**src/rtl/root_sched_pkg.sv**
```systemverilog
`default_nettype none
// ============================================================================
// Module      : root_sched_pkg
// Description : Shared types and widths for the root request scheduler.
// Revision    : 1.0 - initial release
// ============================================================================
package root_sched_pkg;

    // Engine operand and result widths
    localparam int RAD_W  = 10;
    localparam int EXP_W  = 3;
    localparam int RES_W  = 20;
    localparam int FRAC_W = 10;

    // Scheduler states
    typedef enum logic [2:0] {
        IDLE  = 3'd0,
        ISSUE = 3'd1,
        WAIT  = 3'd2,
        FLUSH = 3'd3,
        RESP  = 3'd4
    } state_t;

endpackage
`default_nettype wire

```
**src/rtl/root_req_scheduler_rr_arbiter.sv**
```systemverilog
`default_nettype none
// ============================================================================
// Module      : rr_arbiter
// Description : Combinational round-robin arbiter. Searches upward from the
//               pointer with wrap-around and returns the first requester.
// Revision    : 1.0 - initial release
// ============================================================================
module rr_arbiter #(
    parameter int N_REQ = 4,
    parameter int ID_W  = 2
) (
    input  logic [N_REQ-1:0] req,
    input  logic [ID_W-1:0]  ptr,
    output logic [N_REQ-1:0] grant_onehot,
    output logic [ID_W-1:0]  grant_idx,
    output logic             any_req
);

    logic [ID_W-1:0] w_idx;
    logic            w_found;

    // Walk the requesters starting at ptr; the first active one wins
    always_comb begin
        grant_onehot = '0;
        grant_idx    = '0;
        any_req      = |req;
        w_found      = 1'b0;
        w_idx        = '0;
        for (int i = 0; i < N_REQ; i++) begin
            w_idx = ID_W'((int'(ptr) + i) % N_REQ);
            if (!w_found && req[w_idx]) begin
                w_found             = 1'b1;
                grant_onehot[w_idx] = 1'b1;
                grant_idx           = w_idx;
            end
        end
    end

endmodule
`default_nettype wire

```
**src/rtl/root_req_scheduler.sv**
```systemverilog
`default_nettype none
// ============================================================================
// Module      : root_req_scheduler
// Description : Shares one iterative root engine among N_REQ requesters with
//               round-robin arbitration, operand holding, a watchdog that
//               flushes a hung engine, and a tagged response channel.
// Revision    : 1.0 - initial release
// ============================================================================
module root_req_scheduler
    import root_sched_pkg::*;
#(
    parameter int N_REQ        = 4,
    parameter int TIMEOUT      = 1024,
    parameter int FLUSH_CYCLES = 2,
    parameter int ID_W         = 2      // must equal clog2(N_REQ)
) (
    input  logic                   clk,
    input  logic                   rst_n,
    input  logic [N_REQ-1:0]       req_valid,
    output logic [N_REQ-1:0]       req_ready,
    input  logic [N_REQ*RAD_W-1:0] req_data_1,
    input  logic [N_REQ*EXP_W-1:0] req_data_2,
    output logic                   rsp_valid,
    input  logic                   rsp_ready,
    output logic [ID_W-1:0]        rsp_id,
    output logic [RES_W-1:0]       rsp_data,
    output logic                   rsp_err,
    output logic                   eng_in_valid,
    output logic [RAD_W-1:0]       eng_in_data_1,
    output logic [EXP_W-1:0]       eng_in_data_2,
    input  logic                   eng_out_valid,
    input  logic [RES_W-1:0]       eng_out_data,
    output logic                   eng_rst_n
);

    localparam int WD_W = $clog2(TIMEOUT + 1);
    localparam int FC_W = (FLUSH_CYCLES > 1) ? $clog2(FLUSH_CYCLES + 1) : 1;

    state_t             r_state;
    logic [ID_W-1:0]    r_rr_ptr;
    logic [ID_W-1:0]    r_rsp_id;
    logic [RES_W-1:0]   r_rsp_data;
    logic               r_rsp_err;
    logic               r_rsp_valid;
    logic               r_eng_in_valid;
    logic [RAD_W-1:0]   r_eng_d1;
    logic [EXP_W-1:0]   r_eng_d2;
    logic [WD_W-1:0]    r_wdog;
    logic [FC_W-1:0]    r_flush_cnt;

    logic [N_REQ-1:0]   w_gnt_onehot;
    logic [ID_W-1:0]    w_gnt_idx;
    logic               w_any_req;
    logic [RAD_W-1:0]   w_sel_d1;
    logic [EXP_W-1:0]   w_sel_d2;

    rr_arbiter #(
        .N_REQ (N_REQ),
        .ID_W  (ID_W)
    ) u_arb (
        .req          (req_valid),
        .ptr          (r_rr_ptr),
        .grant_onehot (w_gnt_onehot),
        .grant_idx    (w_gnt_idx),
        .any_req      (w_any_req)
    );

    // Operand mux for the granted requester
    always_comb begin
        w_sel_d1 = '0;
        w_sel_d2 = '0;
        for (int i = 0; i < N_REQ; i++) begin
            if (w_gnt_onehot[i]) begin
                w_sel_d1 = req_data_1[i*RAD_W +: RAD_W];
                w_sel_d2 = req_data_2[i*EXP_W +: EXP_W];
            end
        end
    end

    assign req_ready     = (r_state == IDLE) ? w_gnt_onehot : '0;
    assign rsp_valid     = r_rsp_valid;
    assign rsp_id        = r_rsp_id;
    assign rsp_data      = r_rsp_data;
    assign rsp_err       = r_rsp_err;
    assign eng_in_valid  = r_eng_in_valid;
    assign eng_in_data_1 = r_eng_d1;
    assign eng_in_data_2 = r_eng_d2;
    // Engine is held in reset with the block and for the whole FLUSH state
    assign eng_rst_n     = rst_n & (r_state != FLUSH);

    // Main scheduler FSM with operand, response and watchdog registers
    always_ff @(posedge clk or negedge rst_n) begin
        if (!rst_n) begin
            r_state        <= IDLE;
            r_rr_ptr       <= '0;
            r_rsp_id       <= '0;
            r_rsp_data     <= '0;
            r_rsp_err      <= 1'b0;
            r_rsp_valid    <= 1'b0;
            r_eng_in_valid <= 1'b0;
            r_eng_d1       <= '0;
            r_eng_d2       <= '0;
            r_wdog         <= '0;
            r_flush_cnt    <= '0;
        end else begin
            case (r_state)
                IDLE: begin
                    if (w_any_req) begin
                        r_eng_d1 <= w_sel_d1;
                        r_eng_d2 <= w_sel_d2;
                        r_rsp_id <= w_gnt_idx;
                        if (w_sel_d2 == '0) begin
                            // Zero exponent is illegal: answer with an error, skip the engine
                            r_state     <= RESP;
                            r_rsp_valid <= 1'b1;
                            r_rsp_err   <= 1'b1;
                            r_rsp_data  <= '0;
                        end else begin
                            r_state        <= ISSUE;
                            r_eng_in_valid <= 1'b1;
                        end
                    end
                end
                ISSUE: begin
                    r_eng_in_valid <= 1'b0;
                    r_wdog         <= '0;
                    r_state        <= WAIT;
                end
                WAIT: begin
                    // WAIT spans TIMEOUT cycles (wdog 0..TIMEOUT-1); a result on the last one still wins
                    r_wdog <= r_wdog + 1'b1;
                    if (eng_out_valid) begin
                        r_rsp_data  <= eng_out_data;
                        r_rsp_err   <= 1'b0;
                        r_rsp_valid <= 1'b1;
                        r_state     <= RESP;
                    end else if (r_wdog == WD_W'(TIMEOUT - 1)) begin
                        r_flush_cnt <= '0;
                        r_state     <= FLUSH;
                    end
                end
                FLUSH: begin
                    if (r_flush_cnt == FC_W'(FLUSH_CYCLES - 1)) begin
                        r_rsp_valid <= 1'b1;
                        r_rsp_err   <= 1'b1;
                        r_rsp_data  <= '0;
                        r_state     <= RESP;
                    end else begin
                        r_flush_cnt <= r_flush_cnt + 1'b1;
                    end
                end
                RESP: begin
                    if (rsp_ready) begin
                        r_rsp_valid <= 1'b0;
                        r_state     <= IDLE;
                        r_rr_ptr    <= (r_rsp_id == ID_W'(N_REQ - 1)) ? '0 : r_rsp_id + 1'b1;
                    end
                end
                default: begin
                    r_state <= IDLE;
                end
            endcase
        end
    end

endmodule
`default_nettype wire

```
**config.mk**
```make
export PLATFORM = sky130hd
export DESIGN_NAME = root_req_scheduler
export DESIGN_NICKNAME = d
export VERILOG_FILES = /design/src/rtl/root_sched_pkg.sv /design/src/rtl/root_req_scheduler_rr_arbiter.sv /design/src/rtl/root_req_scheduler.sv
export SDC_FILE = /design/constraint.sdc
export NUM_CORES = 1
export LEC_CHECK = 0
export CELL_PAD_IN_SITES_DETAIL_PLACEMENT = 1
export CELL_PAD_IN_SITES_GLOBAL_PLACEMENT = 1
export CORE_ASPECT_RATIO = 0.6
export CORE_MARGIN = 8
export CORE_UTILIZATION = 33
export DETAILED_ROUTE_END_ITERATION = 12
export PLACE_DENSITY = 0.89
export SYNTH_ARGS = -nofsm -noshare
export SYNTH_HDL_FRONTEND = slang
export SYNTH_HIERARCHICAL = 1
export SYNTH_SLANG_ARGS = --single-unit
```
**constraint.sdc**
```tcl
create_clock -name clk -period 5 [get_ports clk]
set_input_delay 1 -clock clk [delete_from_list [all_inputs] [get_ports clk]]
set_output_delay 1 -clock clk [all_outputs]
set_load 0.005 [all_outputs]
```
==> results.md <==
- Status: finished, final reports clean
- Number of antenna violations at the first check in global routing: 0
- Full die area: around 14,000 µm²
- First DRT Iteration DRCs: 78
- Via Count: roughly 3.2k
- Rows: 28
- Post-CTS Setup Inserts: 0
- Syn_nets: 444
- CP required: 4.00 ns
- Most common cell in the netlist: dfrtp_1
- CP Class: in -> out
- RSZ-0062 raised after global routing: no
- Core Box Area: 9880 µm²
- H-Tree Depth: 2
- CTS buffer count: 5
- Power Density: 631 nW/µm²
- Area fraction of the dominant cell type after synthesis: 41.9%
- Cell Area, Synth: between 3000 and 4000 µm²
- DRT Pass-1 Iters: 6
- Hold path depth: 1
- Worst r2r path cells: 12
- Total track usage: about 16%
- CTS Sinks: 56
- IO Pins: ~120
- Diode count: 0
- EDFF count, synth: 0
- Hold Vio Cnt, Final: 0
- Vias in the first global route: around 3.4k
- Critical Path Start Type: input port
- WL/cell: ~18 µm
- Root buf cell: clkbuf_16
- Final hold slack: a little under 0.5 ns
- Crit path max fanout: 8
- Reg2Reg Setup Slack: approximately 0.90 ns
- Worst slew pin tran: between 0.8 and 0.9 ns
- Die width: ~150 µm
- IO buf count: about 120
- Crit-path most repeated cell: clkdlybuf4s50_1
- GR Overflow Total: 0
- Most instantiated cells after synthesis: 56 x dfrtp_1, 49 x nand2_1, 28 x inv_1
- Post-synthesis cell type count: slightly below 50
- Hold/Removal Path Class: reg -> reg
- Post-Synthesis Cells: 356
- Area Overhead vs Synth: 44.6%
- Final net count: approximately 560
- Top_reg_cell synth: dfrtp_1
- DR DRC count: 0
- Part of the Yosys area used for sequential elements: between 40% and 50%
- Leak: 1.94 nW
- FMAX: approximately 220 MHz
- Resized cells post-CTS: 0
- Final worst-path cycle share: around nine tenths
- Slowest-stage cell, CP: mux4_2
- Reg2Reg Launch Point: r_rr_ptr[1]
- RD Place Congestion: around 0.90
- Fraction of registers with async set/reset: 100%
- Critical Path, Cell by Cell: clkdlybuf4s50_1, mux4_2, nand2b_4, nor3_4, a22oi_1, o21ai_1, and2_1, clkdlybuf4s50_1
- Max-cap check violation count: 0
- Yosys top cell by area: dfrtp_1
- Slew headroom: around 43%
- Final setup fails: 0
- CTS Buffer Depth: 2
- Fin. max-slew vios: 0
- Synth top area cells: dfrtp_1 42%, mux2i_1 7.5%, nand2_1 5.5%
- Setup_tns: 0 ns
- Share of layout cells above drive strength 1: ~7.6%
- Routed WL: approximately 11,000 µm
- DPL Wire Length: 8680 µm
- CTS tree: built
- Worst VDD drop: around 0.29 mV
- First-pass GRT wire length: about 18,000 µm
- Mean Syn Cell Area: between 9 and 10 µm²
- Largest net degree at the start of global routing: between 50 and 60
- Critical Path Sink Type: primary output
- CP peak stage delay: approximately 0.55 ns
- Tmin final: 4.56 ns
- Worst min-delay path startpoint: rsp_err
- Cts-stage hold buffer count: 0
- WP data arrival: 3.56 ns
- Register bit total from synthesis: 56
- Clock latency on the worst-skew pair: 0.29 ns
- Clock-pin slew on the worst setup and hold paths: approximately 0.07 ns
- Detail Route Antenna Nets: 0
- FILL cells: ~1.1k
- Initial Utilization: roughly 34%
- RR Endpoint: rsp_valid
- Routed vias/inst: roughly 5.2
- Die Y: roughly 94 µm
- Ys Warns: 6
- WHS Endpoint: rsp_err
- Clock skew: roughly 0.0043 ns
[cells in the final DEF (no fill, tap or decap), types with 2 or more instances in the layout]
cell               n
inv_1             28
a221oi_1           9
clkdlybuf4s50_1  121
o21ai_0           24
a31oi_1            2
clkbuf_16          5
nor3_1            14
a221oi_2           2
o31ai_1            5
nand3_1            3
nand4_1            5
a22o_1             2
dfrtp_1           56
o21a_1             2
nand3b_1           4
o22ai_1            5
a22oi_1            9
nand2_1           49
o21bai_1           3
and2_1             5
mux4_2             3
buf_4              6
ha_1               8
a21oi_1           15
nor2_1            12
nand2b_1           4
o21ai_1            6
mux2i_1           25
mux2_2             8
nor2b_1           10
[routing by layer]
| layer | track usage (%) | part of all wire, % | wire (µm) |
|---|---|---|---|
| met5 | 0 | 0 | 0 |
| met4 | 1.79 | 0.57 | 63 |
| met3 | 5.48 | 7.0 | 780 |
| met2 | 25.7 | 44 | 4900 |
| met1 | 21.3 | 48 | 5400 |
[flip-flops by register name, summed over array words and instances (netlist names)]
name           cells
rsp_data          20
eng_in_data_2      3
r_state            3
r_flush_cnt        2
eng_in_data_1     10
rsp_valid          1
rsp_err            1
rsp_id             2
eng_in_valid       1
r_rr_ptr           2
r_wdog            11
[where the power goes]
group / switching [W] / internal [W]
Combinational: 0.000988 / 0.000939
Sequential: 0.000149 / 0.000629
Clock: 0.000160 / 0.000187
[cells by family after synthesis]
family          count (synthesis)  synth area share [%]
flops                          56                  41.9
simple gates                  115                  17.4
fa+ha+maj                       8                  2.99
compound gates                 91                  18.1
buf+inv                        48                  6.36
mux                            38                  13.3
[metrics by stage]
step           util (%)  power [W]  cells  setup WS (ns)  instance area [µm²]
3_5_place_dp       47.5    0.00272    601          0.297                 4690
3_3_place_gp       47.5    0.00262    601          0.542                 4690
2_1_floorplan         -    0.00200    356           1.29                 3350
4_1_cts            49.0    0.00309    609          0.419                 4840
5_1_grt            49.0    0.00330    609          0.304                 4840
6_report           49.0    0.00305    609          0.440                 4840
[worst max path at each step]
stage,start,endpoint,depth (start not counted)
3_5_place_dp,req_valid[1],rsp_data[18],12
3_3_place_gp,req_valid[1],rsp_valid,12
4_1_cts,req_valid[1],req_ready[2],8
5_1_grt,req_valid[1],r_state[0],11
6_report,req_valid[1],req_ready[1],8
2_1_floorplan,req_valid[1],req_ready[1],7
[layout make-up]
| cell class | count | area (µm²) | share of cell area (%) |
|---|---|---|---|
| clock buffers | 6 | 129 | 2.66 |
| clock inverters | 2 | 16.3 | 0.336 |
| inverters | 29 | 109 | 2.25 |
| multi-input cells | 252 | 1730 | 35.8 |
| flip-flops and latches | 56 | 1400 | 29.0 |
| well taps | 135 | 169 | 3.49 |
| repair buffers | 129 | 1280 | 26.5 |
[critical path: cells and delay by family]
kind / cells / cell delay (ns)
AO/OA/AOI/OAI: 2 / 0.33
buffers and inverters: 2 / 1.03
AND/OR/NAND/NOR: 3 / 0.65
multiplexers: 1 / 0.55
No activity file was read; power rests on OpenSTA's default activity.
